### src/rtl/led_fade_pwm_pkg.sv
// Shared constants, brightness type and decay helper for the LED fade display stage.
package led_fade_pkg;

    localparam int unsigned PWM_BITS           = 8;
    localparam int unsigned MAX_BRIGHT         = 255;
    localparam int unsigned PWM_LAST           = 254;
    localparam int unsigned DEFAULT_W          = 8;
    localparam int unsigned DEFAULT_DECAY_STEP = 16;

    typedef logic [PWM_BITS-1:0] brightness_t;

    // Saturating subtract: a fading LED bottoms out at 0 instead of wrapping to full.
    function automatic brightness_t decay(input brightness_t b, input brightness_t step);
        return (b > step) ? brightness_t'(b - step) : '0;
    endfunction

endpackage

### src/rtl/led_fade_pwm_if.sv
// Pattern/tick inputs and LED/wrap outputs of the fade stage, bundled as one port.
interface led_fade_pwm_if import led_fade_pkg::*; #(
    parameter int unsigned W = DEFAULT_W
);

    logic         tick;
    logic [W-1:0] pattern;
    logic [W-1:0] led;
    logic         pwm_wrap;

    modport master (
        output tick,
        output pattern,
        input  led,
        input  pwm_wrap
    );

    modport slave (
        input  tick,
        input  pattern,
        output led,
        output pwm_wrap
    );

endinterface

### src/rtl/led_fade_channel.sv
// One LED channel: brightness register with set/decay priority and the PWM compare flop.
module led_fade_channel import led_fade_pkg::*; #(
    parameter int unsigned DECAY_STEP = DEFAULT_DECAY_STEP
) (
    input  logic        clk,
    input  logic        rst_n,
    input  logic        pat_s,
    input  logic        decay_stb,
    input  brightness_t pc,
    output logic        led
);

    localparam brightness_t Step = brightness_t'(DECAY_STEP);
    localparam brightness_t Full = brightness_t'(MAX_BRIGHT);

    brightness_t b_q, b_d;
    logic        led_q;

    // Next brightness: a lit bit wins over a same-cycle decay strobe.
    always_comb begin
        b_d = b_q;
        if (pat_s) begin
            b_d = Full;
        end else if (decay_stb) begin
            b_d = decay(b_q, Step);
        end
    end

    // Brightness state and registered PWM compare.
    always_ff @(posedge clk or negedge rst_n) begin
        if (!rst_n) begin
            b_q   <= '0;
            led_q <= 1'b0;
        end else begin
            b_q   <= b_d;
            led_q <= (pc < b_q);
        end
    end

    assign led = led_q;

endmodule

### src/rtl/led_fade_pwm.sv
// Comet-tail LED driver: syncs pattern/tick, runs the shared PWM counter, fans out channels.
module led_fade_pwm import led_fade_pkg::*; #(
    parameter int unsigned W          = DEFAULT_W,
    parameter int unsigned DECAY_STEP = DEFAULT_DECAY_STEP
) (
    input  logic               clk,
    input  logic               rst_n,
    led_fade_pwm_if.slave      bus
);

    localparam brightness_t PcLast = brightness_t'(PWM_LAST);

    logic [W-1:0] pat_m, pat_s;
    logic         tick_m, tick_s, tick_d;
    logic         decay_stb;
    brightness_t  pc_q, pc_d;
    logic         pwm_wrap_q;
    logic [W-1:0] led_vec;

    // Two-flop synchronisers for pattern bits and tick, plus the tick edge register.
    always_ff @(posedge clk or negedge rst_n) begin
        if (!rst_n) begin
            pat_m  <= '0;
            pat_s  <= '0;
            tick_m <= 1'b0;
            tick_s <= 1'b0;
            tick_d <= 1'b0;
        end else begin
            pat_m  <= bus.pattern;
            pat_s  <= pat_m;
            tick_m <= bus.tick;
            tick_s <= tick_m;
            tick_d <= tick_s;
        end
    end

    assign decay_stb = tick_s & ~tick_d;

    // PWM counter runs 0..254 so that b=255 is on in every cycle of the period.
    always_comb begin
        pc_d = pc_q + brightness_t'(1);
        if (pc_q == PcLast) begin
            pc_d = '0;
        end
    end

    // PWM counter and wrap pulse; the wrap flag is high while pc reads 0 after a wrap.
    always_ff @(posedge clk or negedge rst_n) begin
        if (!rst_n) begin
            pc_q       <= '0;
            pwm_wrap_q <= 1'b0;
        end else begin
            pc_q       <= pc_d;
            pwm_wrap_q <= (pc_q == PcLast);
        end
    end

    for (genvar i = 0; i < W; i++) begin : g_chan
        led_fade_channel #(
            .DECAY_STEP (DECAY_STEP)
        ) u_chan (
            .clk       (clk),
            .rst_n     (rst_n),
            .pat_s     (pat_s[i]),
            .decay_stb (decay_stb),
            .pc        (pc_q),
            .led       (led_vec[i])
        );
    end

    assign bus.led      = led_vec;
    assign bus.pwm_wrap = pwm_wrap_q;

endmodule

### src/flat_wrapper.sv
// flat-port wrapper written by rule: the top's interface ports become plain ports
module led_fade_pwm_flat import led_fade_pkg::*;
#(
    parameter int unsigned W          = DEFAULT_W,
    parameter int unsigned DECAY_STEP = DEFAULT_DECAY_STEP
)
  (clk, rst_n, bus_tick, bus_pattern, bus_led, bus_pwm_wrap);
  led_fade_pwm_if #(.W(W)) bus_i ();
  input  logic clk;
  input  logic rst_n;
  input wire logic [$bits(bus_i.tick)-1:0] bus_tick;
  input wire logic [$bits(bus_i.pattern)-1:0] bus_pattern;
  output wire logic [$bits(bus_i.led)-1:0] bus_led;
  output wire logic [$bits(bus_i.pwm_wrap)-1:0] bus_pwm_wrap;
  assign bus_i.tick = bus_tick;
  assign bus_i.pattern = bus_pattern;
  assign bus_led = bus_i.led;
  assign bus_pwm_wrap = bus_i.pwm_wrap;
  led_fade_pwm #(.W(W), .DECAY_STEP(DECAY_STEP)) u_core (.clk(clk), .rst_n(rst_n), .bus(bus_i));
endmodule
### config.mk
export PLATFORM = sky130hd
export DESIGN_NAME = led_fade_pwm_flat
export DESIGN_NICKNAME = d
export VERILOG_FILES = /design/src/rtl/led_fade_pwm_pkg.sv /design/src/rtl/led_fade_pwm_if.sv /design/src/rtl/led_fade_channel.sv /design/src/rtl/led_fade_pwm.sv /design/src/flat_wrapper.sv
export SDC_FILE = /design/constraint.sdc
export NUM_CORES = 1
export LEC_CHECK = 0
export BUFFER_PORTS_ARGS = -buffer_cell sky130_fd_sc_hd__buf_2
export CAP_MARGIN = 20
export CORE_AREA = 2 2 105 107
export CTS_CLUSTER_SIZE = 30
export DETAILED_ROUTE_END_ITERATION = 12
export DIE_AREA = 0 0 107 109
export GPL_TIMING_DRIVEN = 0
export PLACE_DENSITY = 0.6
export SYNTH_ARGS = -nofsm -noshare
export SYNTH_HDL_FRONTEND = slang
export SYNTH_HIERARCHICAL = 1
export SYNTH_SLANG_ARGS = --single-unit
### constraint.sdc
create_clock -name clk -period 8.9 [get_ports clk]
set_clock_uncertainty 0.1 [all_clocks]
set_input_delay 1.78 -clock clk [delete_from_list [all_inputs] [get_ports clk]]
set_output_delay 1.78 -clock clk [all_outputs]
set_load 0.03 [all_outputs]
==> Yosys cells after proc, flatten, opt, wreduce, memory -nomap -nowiden <==
Cells that the tools add are included.
{ "word_totals": {"word_cells": 84, "n_memories": 0, "mem_bits_rw": 0, "latchBits": 0, "rom_bits": 0, "regBits": 100, "inputBits": 11} }
{ "classes": {"bitwise": 2, "mul": 0, "n_addsub": 9, "n_shift": 0, "muxes": 25, "reduce_logical": 8, "div": 0, "n_eq_ne": 1, "n_lt_le_gt_ge": 16} }
{ "op_table": {"columns": ["cell", "count"], "rows": [
  ["8-bit 2-to-1 mux", 25],
  ["8-bit by 5-bit greater-than comparator with 1-bit output, second input constant", 8],
  ["8-bit < comparator", 8],
  ["8-bit by 5-bit subtractor with 8-bit output, second input constant", 8],
  ["2-bit nonzero test", 8],
  ["8-bit by 1-bit adder with 8-bit output, second input constant", 1],
  ["8-bit equality test, second input constant", 1],
  ["1-bit bitwise AND", 1],
  ["1-bit NOT", 1]
]} }

==> Logic depth before layout (Yosys ltp) <==
{ "logic_depth": {"depth_word": 4, "depth_mapped": 5, "depth_no_buf": 5} }

==> Hierarchy <==
Netlist, hierarchy kept.
{ "modules_own_cells": {"columns": ["module", "seq_area_each_um2", "instances", "area_each_um2", "cells_each"], "rows": [
  ["led_fade_channel", 150.1, 8, 461.7, 45],
  ["led_fade_pwm", 700.7, 1, 948.4, 64]
]} }

==> Worst setup path after synthesis <==
No wires, ideal clock.
{ "synth_path": {"path_kind": "reg2reg", "from": "reg u_core.tick_d", "to": "reg u_core.g_chan[0].u_chan.b_q[7]", "t_required_ns": 8.673, "setup_ns": 0.127, "n_path_buf": 0, "arrival_time_ns": 2.916, "slack_ns": 5.757, "path_stages_with_launch": 5, "path_cell_list": "dfrtp_1 nor2b_1 or4b_4 a21oi_2 o41ai_2"} }
{ "synth_between": {"elab_chain_cells": 3} }
{ "synth_rtl": {"columns": ["item", "line", "source"], "rows": [
  ["from (decl)", "led_fade_pwm.sv:14", "logic tick_m, tick_s, tick_d;"],
  ["from (signal assigned)", "led_fade_pwm.sv:33", "tick_d <= tick_s;"],
  ["1-bit NOT", "led_fade_pwm.sv:37", "assign decay_stb = tick_s & ~tick_d;"],
  ["1-bit bitwise AND", "led_fade_pwm.sv:37", null],
  ["named net u_core.decay_stb", "led_fade_pwm.sv:15", "logic decay_stb;"],
  ["2-bit nonzero test (no source line)", null, null],
  ["to (signal assigned)", "led_fade_channel.sv:32", "b_q <= '0;"],
  ["to (signal assigned)", "led_fade_channel.sv:35", "b_q <= b_d;"],
  ["to (decl)", "led_fade_channel.sv:16", "brightness_t b_q, b_d;"]
]} }
The timed path passes the listed nets, and every way through them passes these cells.
A chain may end at the register's enable or synchronous reset.

==> Worst setup path after layout <==
{ "layout_path": {"from": "reg u_core.g_chan[5].u_chan.led_q", "to": "out bus_led[5]"} }
{ "layout_rtl": {"columns": ["item", "line", "source"], "rows": [
  ["from (decl)", "led_fade_channel.sv:17", "logic led_q;"],
  ["from (signal assigned)", "led_fade_channel.sv:36", "led_q <= (pc < b_q);"],
  ["to (decl)", "flat_wrapper.sv:13", "output wire logic [$bits(bus_i.led)-1:0] bus_led;"]
]} }
No word-level cell between the ends.

==> flow_summary.yaml <==
outcome:
  outcome: "complete, no violations"
finish:
  areaGrowthSynthToFinish_pct: 12.3
  nFillCells: 998
  final_layout_size_suffix_gt1_share_pct: 16.1
  antenna_cells: 0
  final_common_cell: "dfrtp_1"
  final_cell_mix: "76 x dfrtp_1, 74 x ha_1, 50 x inv_1"
  nNetsFinal: 541
  multiInputGateArea_um2: 2540
  regArea_um2: 1900
die:
  fp.dieW_um: 107
  die_y_um: 109
  core_um2: 10600
  start_util_pct: 43.8
  die_area_um2: 11700
  fp-row-count: 38
  ios: 20
power_and_ir_drop:
  clkPwrFrac_pct: 42.8
  p_leak_nw: 2.69
  seq_power_share_pct: 50.5
  internal_power_uw: 555
  switching_share_pct: 22.7
  p_sw_uw: 163
  comb_power_share_pct: 6.6
  power_density_nw_per_um2: 138
  ir_worst_vdd_v: 0.0000749
grt:
  antenna_found_initial: 0
  grt_usage_pct: 16.4
  grt_overflow: 0
  grt_pass1_vias: 3251
  grt_max_degree: 46
  grt_pass1_wl_mm: 15.0
setup_path:
  path_delay_family: "flip-flops"
  r2r_slack_ps: 6750
  endpoint_kind: "output port"
  critPathLaunchType: "register"
  arrival_ps: 910
  cp_num_buf_inv: 1
  path_max_fanout: 1
  worstPathCellList: "buf_2"
  crit_slowest_cell: "dfrtp_1"
  crit_required_ps: 7020
  cp_slowest_stage_delay_ps: 370
  path_class: "reg -> out"
clock_tree:
  clockBufferDepth: 2
  post_cts_resized: 0
  cts_tree: "done"
  cts_hold_buf: 0
  htree_levels: 3
  clk_pin_slew_ps: 80
  cts_root_buffer: "clkbuf_8"
  cts_buffers: 9
  cts_sinks: 76
  post_cts_buffers: 0
  clk-insertion-delay-late_ps: 360
routing:
  routed_wirelength_mm: 8.55
  initialDrtViolationCount: 113
  drc_errors: 0
  viasPerCell: 5.33
  drtAntennaViolNets: 0
  vias: 3206
  avgRoutedWirePerCell_um: 14.2
  firstDrtPassIters: 4
placed_design:
  port_buffers: 19
  dp_hpwl_mm: 5.97
  gp_congestion: 0.779
synth:
  synth_seq_cells: 76
  synth_edf_count: 0
  synth.distinct_cells: 34
  ys_seq_area_share_pct: 41.0
  synth_area_per_cell_um2: 10.9
  syn_inst: 424
  synthArstFlopShare_pct: 100
  syn_area_um2: 4640
  ys.flop_type: "dfrtp_1"
  ys_warn_count: 6
  synth_nets: 509
timing:
  final_hold_viol_count: 0
  period_share_pct: 31.3
  report.final.slew_viol_count: 0
  tightest_slew_ps: 658
  rsz0062_at_grt: "no"
  period_minus_slack_ps: 2790
  fmaxAchievable_mhz: 359
  setup_viol: 0
  relSlewSlack_pct: 56.0
  finalSetupTns_ps: 0
  hold_ws_ps: 251
hold_path:
  holdCritPathClass: "reg -> reg"
run:
  cap_violations: 0
[state kept, by name (all words and copies together), names as in the netlist]
name,count
u_core/g_chan.u_chan/led,8
u_core/tick_s,1
u_core/pc_q,8
u_core/bus.pwm_wrap,1
u_core/tick_d,1
u_core/pat_s,8
u_core/tick_m,1
u_core/g_chan.u_chan/b_q,40
u_core/pat_m,8
[area by class of cell]
cell class | instances | area share [%]
timing repair buffer | 21 | 2.93
clock inverter | 4 | 1.34
clock buffer | 12 | 3.17
inverter | 50 | 3.60
buffer | 2 | 0.288
multi-input combinational | 296 | 48.8
sequential | 76 | 36.5
tap | 140 | 3.36
[Yosys cell counts (3+ instances only)]
library cell  number  area share, %
o21a_1             8            1.3
dfrtp_1           76             41
a311o_1            8            1.7
nand2b_1          13            1.8
a21o_1            32            5.2
a31oi_1           10            1.3
o21ai_0            3           0.32
ha_1              74             20
nor2_1            16            1.3
o21ai_1            8           0.86
nand2_1           12           0.97
a221oi_1           8            1.5
a31o_2             8            1.5
nor3_1             8           0.86
a21oi_2            8            1.5
o21bai_1           9            1.5
or4b_4             8            2.4
nand3_1           17            1.8
nor2b_1            9            1.2
o41ai_2            8            2.8
a211o_1            8            1.5
inv_1             50            4.0
and3_1             9            1.2
[path summary, 6_finish.rpt]
path | from | to | cells after the start
max | u_core/g_chan[5].u_chan/led | bus_led[5] | 1
min | u_core/pat_m[4] | u_core/pat_s[4] | 0
max reg2reg | u_core/tick_d | u_core/g_chan[3].u_chan/b_q[7] | 5
min reg2reg | u_core/pat_m[4] | u_core/pat_s[4] | 0
max in group asynchronous | rst_n | u_core/g_chan[5].u_chan/b_q[6] | 2
min in group asynchronous | rst_n | u_core/g_chan[3].u_chan/b_q[6] | 1
[layer usage]
metal	part of all wire, %	GRT usage [%]	up-vias	routed length, um
met5	0	0	-	0
met4	1.8	7.79	0	157
met3	2.1	3.41	12	178
met2	48	26.8	21	4070
met1	48	20.9	1538	4140
li1	-	-	1635	-
[per-stage QoR]
step | instances | util, % | total power [mW] | area (um^2) | setup slack, ps
floorplan | 424 | - | 0.397 | 4640 | 5760
global placement | 583 | 46.3 | 0.413 | 4910 | 4770
detailed placement | 585 | 46.9 | 0.418 | 4980 | 6430
CTS | 601 | 49.2 | 0.731 | 5210 | 6090
global route | 601 | 49.2 | 0.752 | 5210 | 6080
finish | 601 | 49.2 | 0.717 | 5210 | 6110
[power by group through the flow]
stage               clock (mW)  sequential (mW)  combinational [mW]
floorplan                    0            0.367              0.0296
global route             0.332            0.364              0.0563
global placement             0            0.369              0.0441
CTS                      0.320            0.362              0.0492
detailed placement           0            0.369              0.0489
finish                   0.307            0.363              0.0476
[logic make-up after synthesis]
family,synth area share (%)
AOI/OAI and AO/OA,22.2
adders and majority gates,19.9
buffers and inverters,4.37
DFF,41.0
muxes,0.243
and+or+nand+nor,12.3
No activity file was read; power rests on OpenSTA's default activity.
